`config.mk`:
```
export PLATFORM = sky130hd
export DESIGN_NAME = endme_core_mc
export DESIGN_NICKNAME = d
export VERILOG_FILES = /design/src/rtl/endme_pkg.sv /design/src/rtl/endme_alu.sv /design/src/rtl/endme_core_mc.sv
export SDC_FILE = /design/constraint.sdc
export NUM_CORES = 1
export LEC_CHECK = 0
export BUFFER_PORTS_ARGS = -buffer_cell sky130_fd_sc_hd__clkbuf_2
export CORE_MARGIN = 8
export CORE_UTILIZATION = 55
export CTS_BUF_LIST = sky130_fd_sc_hd__clkbuf_8
export CTS_CLUSTER_DIAMETER = 50
export CTS_CLUSTER_SIZE = 14
export DETAILED_ROUTE_END_ITERATION = 10
export GPL_ROUTABILITY_DRIVEN = 0
export PLACE_DENSITY_LB_ADDON = 0.15
export SLEW_MARGIN = 20
export SYNTH_ARGS = -nofsm -noshare
export SYNTH_HDL_FRONTEND = slang
export SYNTH_SLANG_ARGS = --single-unit
export TNS_END_PERCENT = 10
```
`constraint.sdc`:
```
create_clock -name CLK -period 5.49 [get_ports CLK]
set_input_delay 0.2745 -clock CLK [delete_from_list [all_inputs] [get_ports CLK]]
set_output_delay 0.2745 -clock CLK [all_outputs]
set_load 0.01 [all_outputs]
```
`src/rtl/endme_pkg.sv`:
```
// Shared EnDMe definitions: instruction field layout, opcode and FSM state encodings.
package endme_pkg;

  localparam int INSTR_W   = 9;
  localparam int REG_SEL_W = 4;
  localparam int TYP_BIT   = 8;

  typedef enum logic [3:0] {
    OP_NOP  = 4'h0,
    OP_MOVA = 4'h1,
    OP_MOVR = 4'h2,
    OP_ADD  = 4'h3,
    OP_SUB  = 4'h4,
    OP_AND  = 4'h5,
    OP_OR   = 4'h6,
    OP_XOR  = 4'h7,
    OP_SHL  = 4'h8,
    OP_SHR  = 4'h9,
    OP_LD   = 4'hA,
    OP_ST   = 4'hB,
    OP_BZ   = 4'hC,
    OP_JMP  = 4'hD,
    OP_RSVD = 4'hE,
    OP_HALT = 4'hF
  } opcode_e;

  typedef enum logic [1:0] {
    ST_FETCH = 2'd0,
    ST_EXEC  = 2'd1,
    ST_MEM   = 2'd2,
    ST_HALT  = 2'd3
  } state_e;

endpackage

```
`src/rtl/endme_alu.sv`:
```
// Combinational accumulator ALU; result defaults to acc for ops that leave it untouched.
module endme_alu
  import endme_pkg::*;
#(
  parameter int DATA_W = 8
) (
  input  logic [DATA_W-1:0] acc_i,
  input  logic [DATA_W-1:0] opnd_i,
  input  opcode_e           op_i,
  output logic [DATA_W-1:0] res_o,
  output logic              carry_o,
  output logic              carry_upd_o
);

  logic [DATA_W:0] sum;
  logic [DATA_W:0] diff;

  // The extra top bit of the difference is the unsigned borrow.
  assign sum  = {1'b0, acc_i} + {1'b0, opnd_i};
  assign diff = {1'b0, acc_i} - {1'b0, opnd_i};

  always_comb begin
    res_o       = acc_i;
    carry_o     = 1'b0;
    carry_upd_o = 1'b0;
    case (op_i)
      OP_MOVA: res_o = opnd_i;
      OP_ADD: begin
        res_o       = sum[DATA_W-1:0];
        carry_o     = sum[DATA_W];
        carry_upd_o = 1'b1;
      end
      OP_SUB: begin
        res_o       = diff[DATA_W-1:0];
        carry_o     = diff[DATA_W];
        carry_upd_o = 1'b1;
      end
      OP_AND: res_o = acc_i & opnd_i;
      OP_OR:  res_o = acc_i | opnd_i;
      OP_XOR: res_o = acc_i ^ opnd_i;
      OP_SHL: begin
        res_o       = {acc_i[DATA_W-2:0], 1'b0};
        carry_o     = acc_i[DATA_W-1];
        carry_upd_o = 1'b1;
      end
      OP_SHR: begin
        res_o       = {1'b0, acc_i[DATA_W-1:1]};
        carry_o     = acc_i[0];
        carry_upd_o = 1'b1;
      end
      default: ;
    endcase
  end

endmodule

```
`src/rtl/endme_core_mc.sv`:
```
// Multi-cycle EnDMe accumulator core (FETCH/EXEC/MEM/HALT) with handshaked imem/dmem.
// Defining ENDME_PERF_CNT_EN adds the retired_cnt instruction counter output.
module endme_core_mc
  import endme_pkg::*;
#(
  parameter int DATA_W = 8,
  parameter int PC_W   = 16,
  parameter int NREGS  = 16
) (
  input  logic               CLK,
  input  logic               RESET,
  output logic               imem_req,
  output logic [PC_W-1:0]    imem_addr,
  input  logic [INSTR_W-1:0] imem_rdata,
  input  logic               imem_valid,
  output logic               dmem_req,
  output logic               dmem_we,
  output logic [DATA_W-1:0]  dmem_addr,
  output logic [DATA_W-1:0]  dmem_wdata,
  input  logic [DATA_W-1:0]  dmem_rdata,
  input  logic               dmem_ack,
  output logic [DATA_W-1:0]  acc_out,
  output logic               carry_out,
  output logic               halted
`ifdef ENDME_PERF_CNT_EN
  ,
  output logic [31:0]        retired_cnt
`endif
);

  if (NREGS != 16) begin : g_nregs_chk
    $error("endme_core_mc: NREGS must be 16 to match the 4-bit register field");
  end
  if (DATA_W < 8) begin : g_width_chk
    $error("endme_core_mc: DATA_W must be at least 8");
  end

  state_e              state_q, state_d;
  logic [PC_W-1:0]     pc_q, pc_d;
  logic [DATA_W-1:0]   acc_q, acc_d;
  logic                carry_q, carry_d;
  logic [INSTR_W-1:0]  ir_q, ir_d;
  logic [DATA_W-1:0]   regs_q [NREGS];
  logic [DATA_W-1:0]   regs_d [NREGS];
  logic                imem_req_q, imem_req_d;
  logic                dmem_req_q, dmem_req_d;
  logic                dmem_we_q, dmem_we_d;
  logic [DATA_W-1:0]   dmem_addr_q, dmem_addr_d;
  logic [DATA_W-1:0]   dmem_wdata_q, dmem_wdata_d;
  logic                halted_q, halted_d;

  opcode_e               op;
  logic [REG_SEL_W-1:0]  rsel;
  logic [DATA_W-1:0]     opnd;
  logic [PC_W-1:0]       tgt;
  logic [DATA_W-1:0]     alu_res;
  logic                  alu_carry;
  logic                  alu_carry_upd;

  assign op   = opcode_e'(ir_q[7:4]);
  assign rsel = ir_q[REG_SEL_W-1:0];
  assign opnd = regs_q[rsel];
  assign tgt  = PC_W'(opnd);

  endme_alu #(.DATA_W(DATA_W)) u_alu (
    .acc_i       (acc_q),
    .opnd_i      (opnd),
    .op_i        (op),
    .res_o       (alu_res),
    .carry_o     (alu_carry),
    .carry_upd_o (alu_carry_upd)
  );

  always_comb begin
    state_d      = state_q;
    pc_d         = pc_q;
    acc_d        = acc_q;
    carry_d      = carry_q;
    ir_d         = ir_q;
    regs_d       = regs_q;
    imem_req_d   = imem_req_q;
    dmem_req_d   = dmem_req_q;
    dmem_we_d    = dmem_we_q;
    dmem_addr_d  = dmem_addr_q;
    dmem_wdata_d = dmem_wdata_q;
    halted_d     = halted_q;
    case (state_q)
      // The first FETCH after reset only raises the request; valid counts once it is up.
      ST_FETCH: begin
        imem_req_d = 1'b1;
        if (imem_req_q && imem_valid) begin
          ir_d       = imem_rdata;
          imem_req_d = 1'b0;
          state_d    = ST_EXEC;
        end
      end
      ST_EXEC: begin
        pc_d       = pc_q + PC_W'(1);
        state_d    = ST_FETCH;
        imem_req_d = 1'b1;
        if (ir_q[TYP_BIT]) begin
          acc_d = DATA_W'(ir_q[7:0]);
        end else begin
          acc_d = alu_res;
          if (alu_carry_upd) carry_d = alu_carry;
          case (op)
            OP_MOVR: regs_d[rsel] = acc_q;
            OP_BZ:   if (acc_q == '0) pc_d = tgt;
            OP_JMP:  pc_d = tgt;
            OP_LD, OP_ST: begin
              state_d      = ST_MEM;
              imem_req_d   = 1'b0;
              dmem_req_d   = 1'b1;
              dmem_we_d    = (op == OP_ST);
              dmem_addr_d  = opnd;
              dmem_wdata_d = acc_q;
            end
            OP_HALT: begin
              state_d    = ST_HALT;
              imem_req_d = 1'b0;
              halted_d   = 1'b1;
            end
            default: ;
          endcase
        end
      end
      ST_MEM: begin
        if (dmem_ack) begin
          if (!dmem_we_q) acc_d = dmem_rdata;
          dmem_req_d = 1'b0;
          dmem_we_d  = 1'b0;
          imem_req_d = 1'b1;
          state_d    = ST_FETCH;
        end
      end
      ST_HALT: ;
    endcase
  end

  always_ff @(posedge CLK or posedge RESET) begin
    if (RESET) begin
      state_q      <= ST_FETCH;
      pc_q         <= '0;
      acc_q        <= '0;
      carry_q      <= 1'b0;
      ir_q         <= '0;
      for (int i = 0; i < NREGS; i++) regs_q[i] <= '0;
      imem_req_q   <= 1'b0;
      dmem_req_q   <= 1'b0;
      dmem_we_q    <= 1'b0;
      dmem_addr_q  <= '0;
      dmem_wdata_q <= '0;
      halted_q     <= 1'b0;
    end else begin
      state_q      <= state_d;
      pc_q         <= pc_d;
      acc_q        <= acc_d;
      carry_q      <= carry_d;
      ir_q         <= ir_d;
      regs_q       <= regs_d;
      imem_req_q   <= imem_req_d;
      dmem_req_q   <= dmem_req_d;
      dmem_we_q    <= dmem_we_d;
      dmem_addr_q  <= dmem_addr_d;
      dmem_wdata_q <= dmem_wdata_d;
      halted_q     <= halted_d;
    end
  end

  assign imem_req   = imem_req_q;
  assign imem_addr  = pc_q;
  assign dmem_req   = dmem_req_q;
  assign dmem_we    = dmem_we_q;
  assign dmem_addr  = dmem_addr_q;
  assign dmem_wdata = dmem_wdata_q;
  assign acc_out    = acc_q;
  assign carry_out  = carry_q;
  assign halted     = halted_q;

`ifdef ENDME_PERF_CNT_EN
  logic [31:0] retired_q, retired_d;
  logic        is_mem;

  // Memory ops retire on their ack; everything else, HALT included, on leaving EXEC.
  always_comb begin
    is_mem    = !ir_q[TYP_BIT] && (op == OP_LD || op == OP_ST);
    retired_d = retired_q;
    if ((state_q == ST_EXEC && !is_mem) || (state_q == ST_MEM && dmem_ack))
      retired_d = retired_q + 32'd1;
  end

  always_ff @(posedge CLK or posedge RESET) begin
    if (RESET) retired_q <= '0;
    else       retired_q <= retired_d;
  end

  assign retired_cnt = retired_q;
`endif

endmodule
```
==> key figures <==
Outcome
  – Status: complete, but fails checks
  – Failing checks: negative hold slack

STA
  – RSZ-0062 raised after global routing: false
  – Final setup fails: 0
  – Setup_tns: 0 ps
  – Final Hold Fails: 4
  – Max Slew Vio Count: 0
  – Final Worst Setup Slack: approximately 1100 ps
  – Minimum clock period: around 4400 ps
  – FMAX: around 230 MHz
  – Worst slew margin: 0.344
  – Crit share post-route: 0.801
  – Worst slew pin tran: around 970 ps
  – Clock Skew: 19.5 ps
  – Worst hold margin: -7.16 ps

Route
  – DR vias: 7413
  – Via-per-instance ratio: 6.30
  – DRC violations left: 0
  – 1st-pass router iterations: 5
  – M1 wire length: between 10 and 15 mm
  – Routed wire length: around 27 mm
  – WL per Instance: 23.2 um
  – Uppermost routed layer: met4
  – Met2 wire length: 13.1 mm
  – DR WL met3: 1.77 mm
  – Initial DRC Count: 636
  – Antenna Violating Nets Remaining: 0

Finish
  – Most frequent cells in the layout: 183 x dfrtp_1, 103 x nand2_1, 102 x mux2_2
  – Commonest non-fill, non-tap cell in the layout: dfrtp_1
  – Filler Cell Count: roughly 1.5k
  – Layout cells sized above 1: 0.280
  – Final core occ: 0.609
  – Diodes inserted: 0
  – Layout area overhead: 9.45%
  – Net count reported at finish: 987

Clock network
  – CTS buffer count: 17
  – Clock Path Buffers: 2
  – Sink Count: ~180
  – Post-CTS setup buffers: 0
  – Clk slew on worst S/H paths: 110 ps
  – Cts repair resizes: 0
  – Clock root cell: clkbuf_8
  – CTS Hold Bufs: 0
  – Clock Latency Late Sink: between 400 and 500 ps
  – H-tree depth: 4
  – CTS tree: done

Floorplan
  – Starting density of the core: 0.556
  – Die Y: 150 um
  – Die ar.: 22600 um2
  – I/O pins: 66
  – Core region area: 17800 um2
  – FP Rows: 49
  – Die X: ~150 um

Power
  – P per Cell Area: 539 nW/um2
  – Leakage: 5.01 nW
  – Max IR drop VDD: 0.414 mV

Synth
  – Synthesis-stage register bit count: 184
  – Number of enable flip-flop cells after synthesis: 0
  – Ys flop type: dfrtp_1
  – Syn avg cell area: 11.1 um2
  – Net Count, Synth: 943
  – Distinct cells, synth: 71
  – Register area share after synthesis: 0.464
  – Ys Warns: 0
  – Post-Syn Area: 9920 um2
  – Cells after synthesis: 891
  – Async S/R FF share, synth: 1.00

GRT
  – Gr ovfl total: 0
  – First-pass GRT wire length: 42.6 mm
  – GRT Total Usage: 0.247
  – Vias in the first global route: 7255
  – Largest net degree at the start of global routing: 136
  – Antenna violations before repair: 0

Setup path
  – Critical Path Start Type: flop
  – CP max stage delay: 790 ps
  – Top Family by Delay on Critical Path: multiplexers
  – Most common cell on crit path: mux4_2
  – WP buf/inv: 2
  – Kind of end point of the critical path: flop
  – Req. time, crit path: 5850 ps
  – CP max stage cell: dfrtp_2
  – Worst endpoint data arrival time: between 4000 and 5000 ps
  – Crit path kind: flop to flop
  – Worst path cell trace: buf_4 -> mux4_2 -> mux4_2 -> inv_1 -> ha_1 -> a221oi_1 -> mux2_1 -> a211oi_1 -> o31a_1 -> o31ai_1
  – Max FO, Critical Path: 19

Placement
  – IO buf count: 65
  – DP HPWL: 18.4 mm
  – Placement Setup Slack: 1220 ps

Job
  – # Max-Cap Violations: 0

Min path
  – Hold Crit Class: primary input to asynchronous set/reset pin
==> power by group <==
group | internal (mW) | switching (mW)
Sequential | 1.71 | 0.467
Clock | 0.468 | 0.558
Combinational | 1.09 | 1.55
Total | 3.28 | 2.58
==> worst register-to-register path, stage by stage (launching register included) <==
cell and delay [ps]:
dfrtp_2 790, buf_4 440, mux4_2 550, mux4_2 600, inv_1 130, ha_1 360, a221oi_1 550, mux2_1 380
a211oi_1 240, o31a_1 170, o31ai_1 70
==> layer usage <==
metal	vias up	global-route usage
met5	-	0
met4	0	0.0875
met1	3770	0.333
met3	46	0.0442
li1	3314	-
met2	283	0.394
==> cells in the mapped netlist, drive strengths merged, types with 3 or more instances <==
cell type  number  share of area
a211oi          3         0.0023
a21oi          33          0.017
a221o           9         0.0091
a221oi          4         0.0035
a22oi           5         0.0038
a31oi           4         0.0025
a32oi           5         0.0044
and2            5         0.0032
and3            7         0.0044
buf            15         0.0092
clkbuf         39          0.015
dfrtp         184           0.46
ha             29          0.037
inv            36          0.014
mux2          112           0.13
mux2i           5         0.0050
mux4           37          0.084
nand2         103          0.039
nand2b         13         0.0082
nand3          18         0.0091
nand4           5         0.0032
nor2           44          0.017
nor2b           8         0.0050
nor3            9         0.0057
nor3b           3         0.0023
nor4            5         0.0038
nor4b           5         0.0050
o211ai          3         0.0023
o21ai          82          0.041
o21bai          3         0.0023
o221a           3         0.0034
o22ai           3         0.0019
o31ai           6         0.0045
xnor2           3         0.0026
xor2            6         0.0053
==> state kept, by name, indices dropped and copies added, names as in the netlist, 2 cells and up <==
register / flops
state_q: 2
dmem_wdata: 8
dmem_addr: 8
acc_out: 8
ir_q: 9
imem_addr: 16
regs_q: 128
==> cells by family after synthesis <==
group	Yosys count	synth area share
buffers and inverters	92	0.0383
flip-flops	184	0.464
AO/OA/AOI/OAI	187	0.119
multiplexers	154	0.216
XOR/XNOR	9	0.00794
AND/OR/NAND/NOR	234	0.114
adder cells (fa/ha/maj)	31	0.0406
==> metrics by stage <==
step | hold slack (ps) | std cells | power, mW | cell area [um2]
floorplan | 425 | 891 | 3.95 | 9920
CTS | 0.685 | 1177 | 5.84 | 10900
finish | -7.16 | 1177 | 5.86 | 10900
detailed placement | 461 | 1145 | 4.81 | 10400
global route | 8.41 | 1177 | 6.21 | 10900
global placement | 452 | 1145 | 4.77 | 10400
==> layout make-up <==
class	count	area, um2	share of cell area
timing repair buffer	79	430	0.0396
multi-input combinational	615	4940	0.455
clock buffer	17	234	0.0215
sequential	184	4610	0.424
inverter	38	150	0.0138
clock inverter	15	209	0.0192
tap	229	287	0.0264
==> final timing paths <==
kind | start | to | slack (ps) | cells after the start
min | RESET | regs_q[80]$_DFFE_PP0P_ | -7 | 2
min in group CLK | imem_rdata[7] | ir_q[7]$_DFFE_PP0P_ | 20 | 2
min reg2reg | halted$_DFFE_PP0P_ | halted$_DFFE_PP0P_ | 480 | 1
max in group asynchronous | RESET | ir_q[0]$_DFFE_PP0P_ | 4230 | 3
max reg2reg | ir_q[0]$_DFFE_PP0P_ | acc_out[6]$_DFFE_PP0P_ | 1090 | 10
max | ir_q[0]$_DFFE_PP0P_ | acc_out[6]$_DFFE_PP0P_ | 1090 | 10
(Power assumes the default switching activity.)
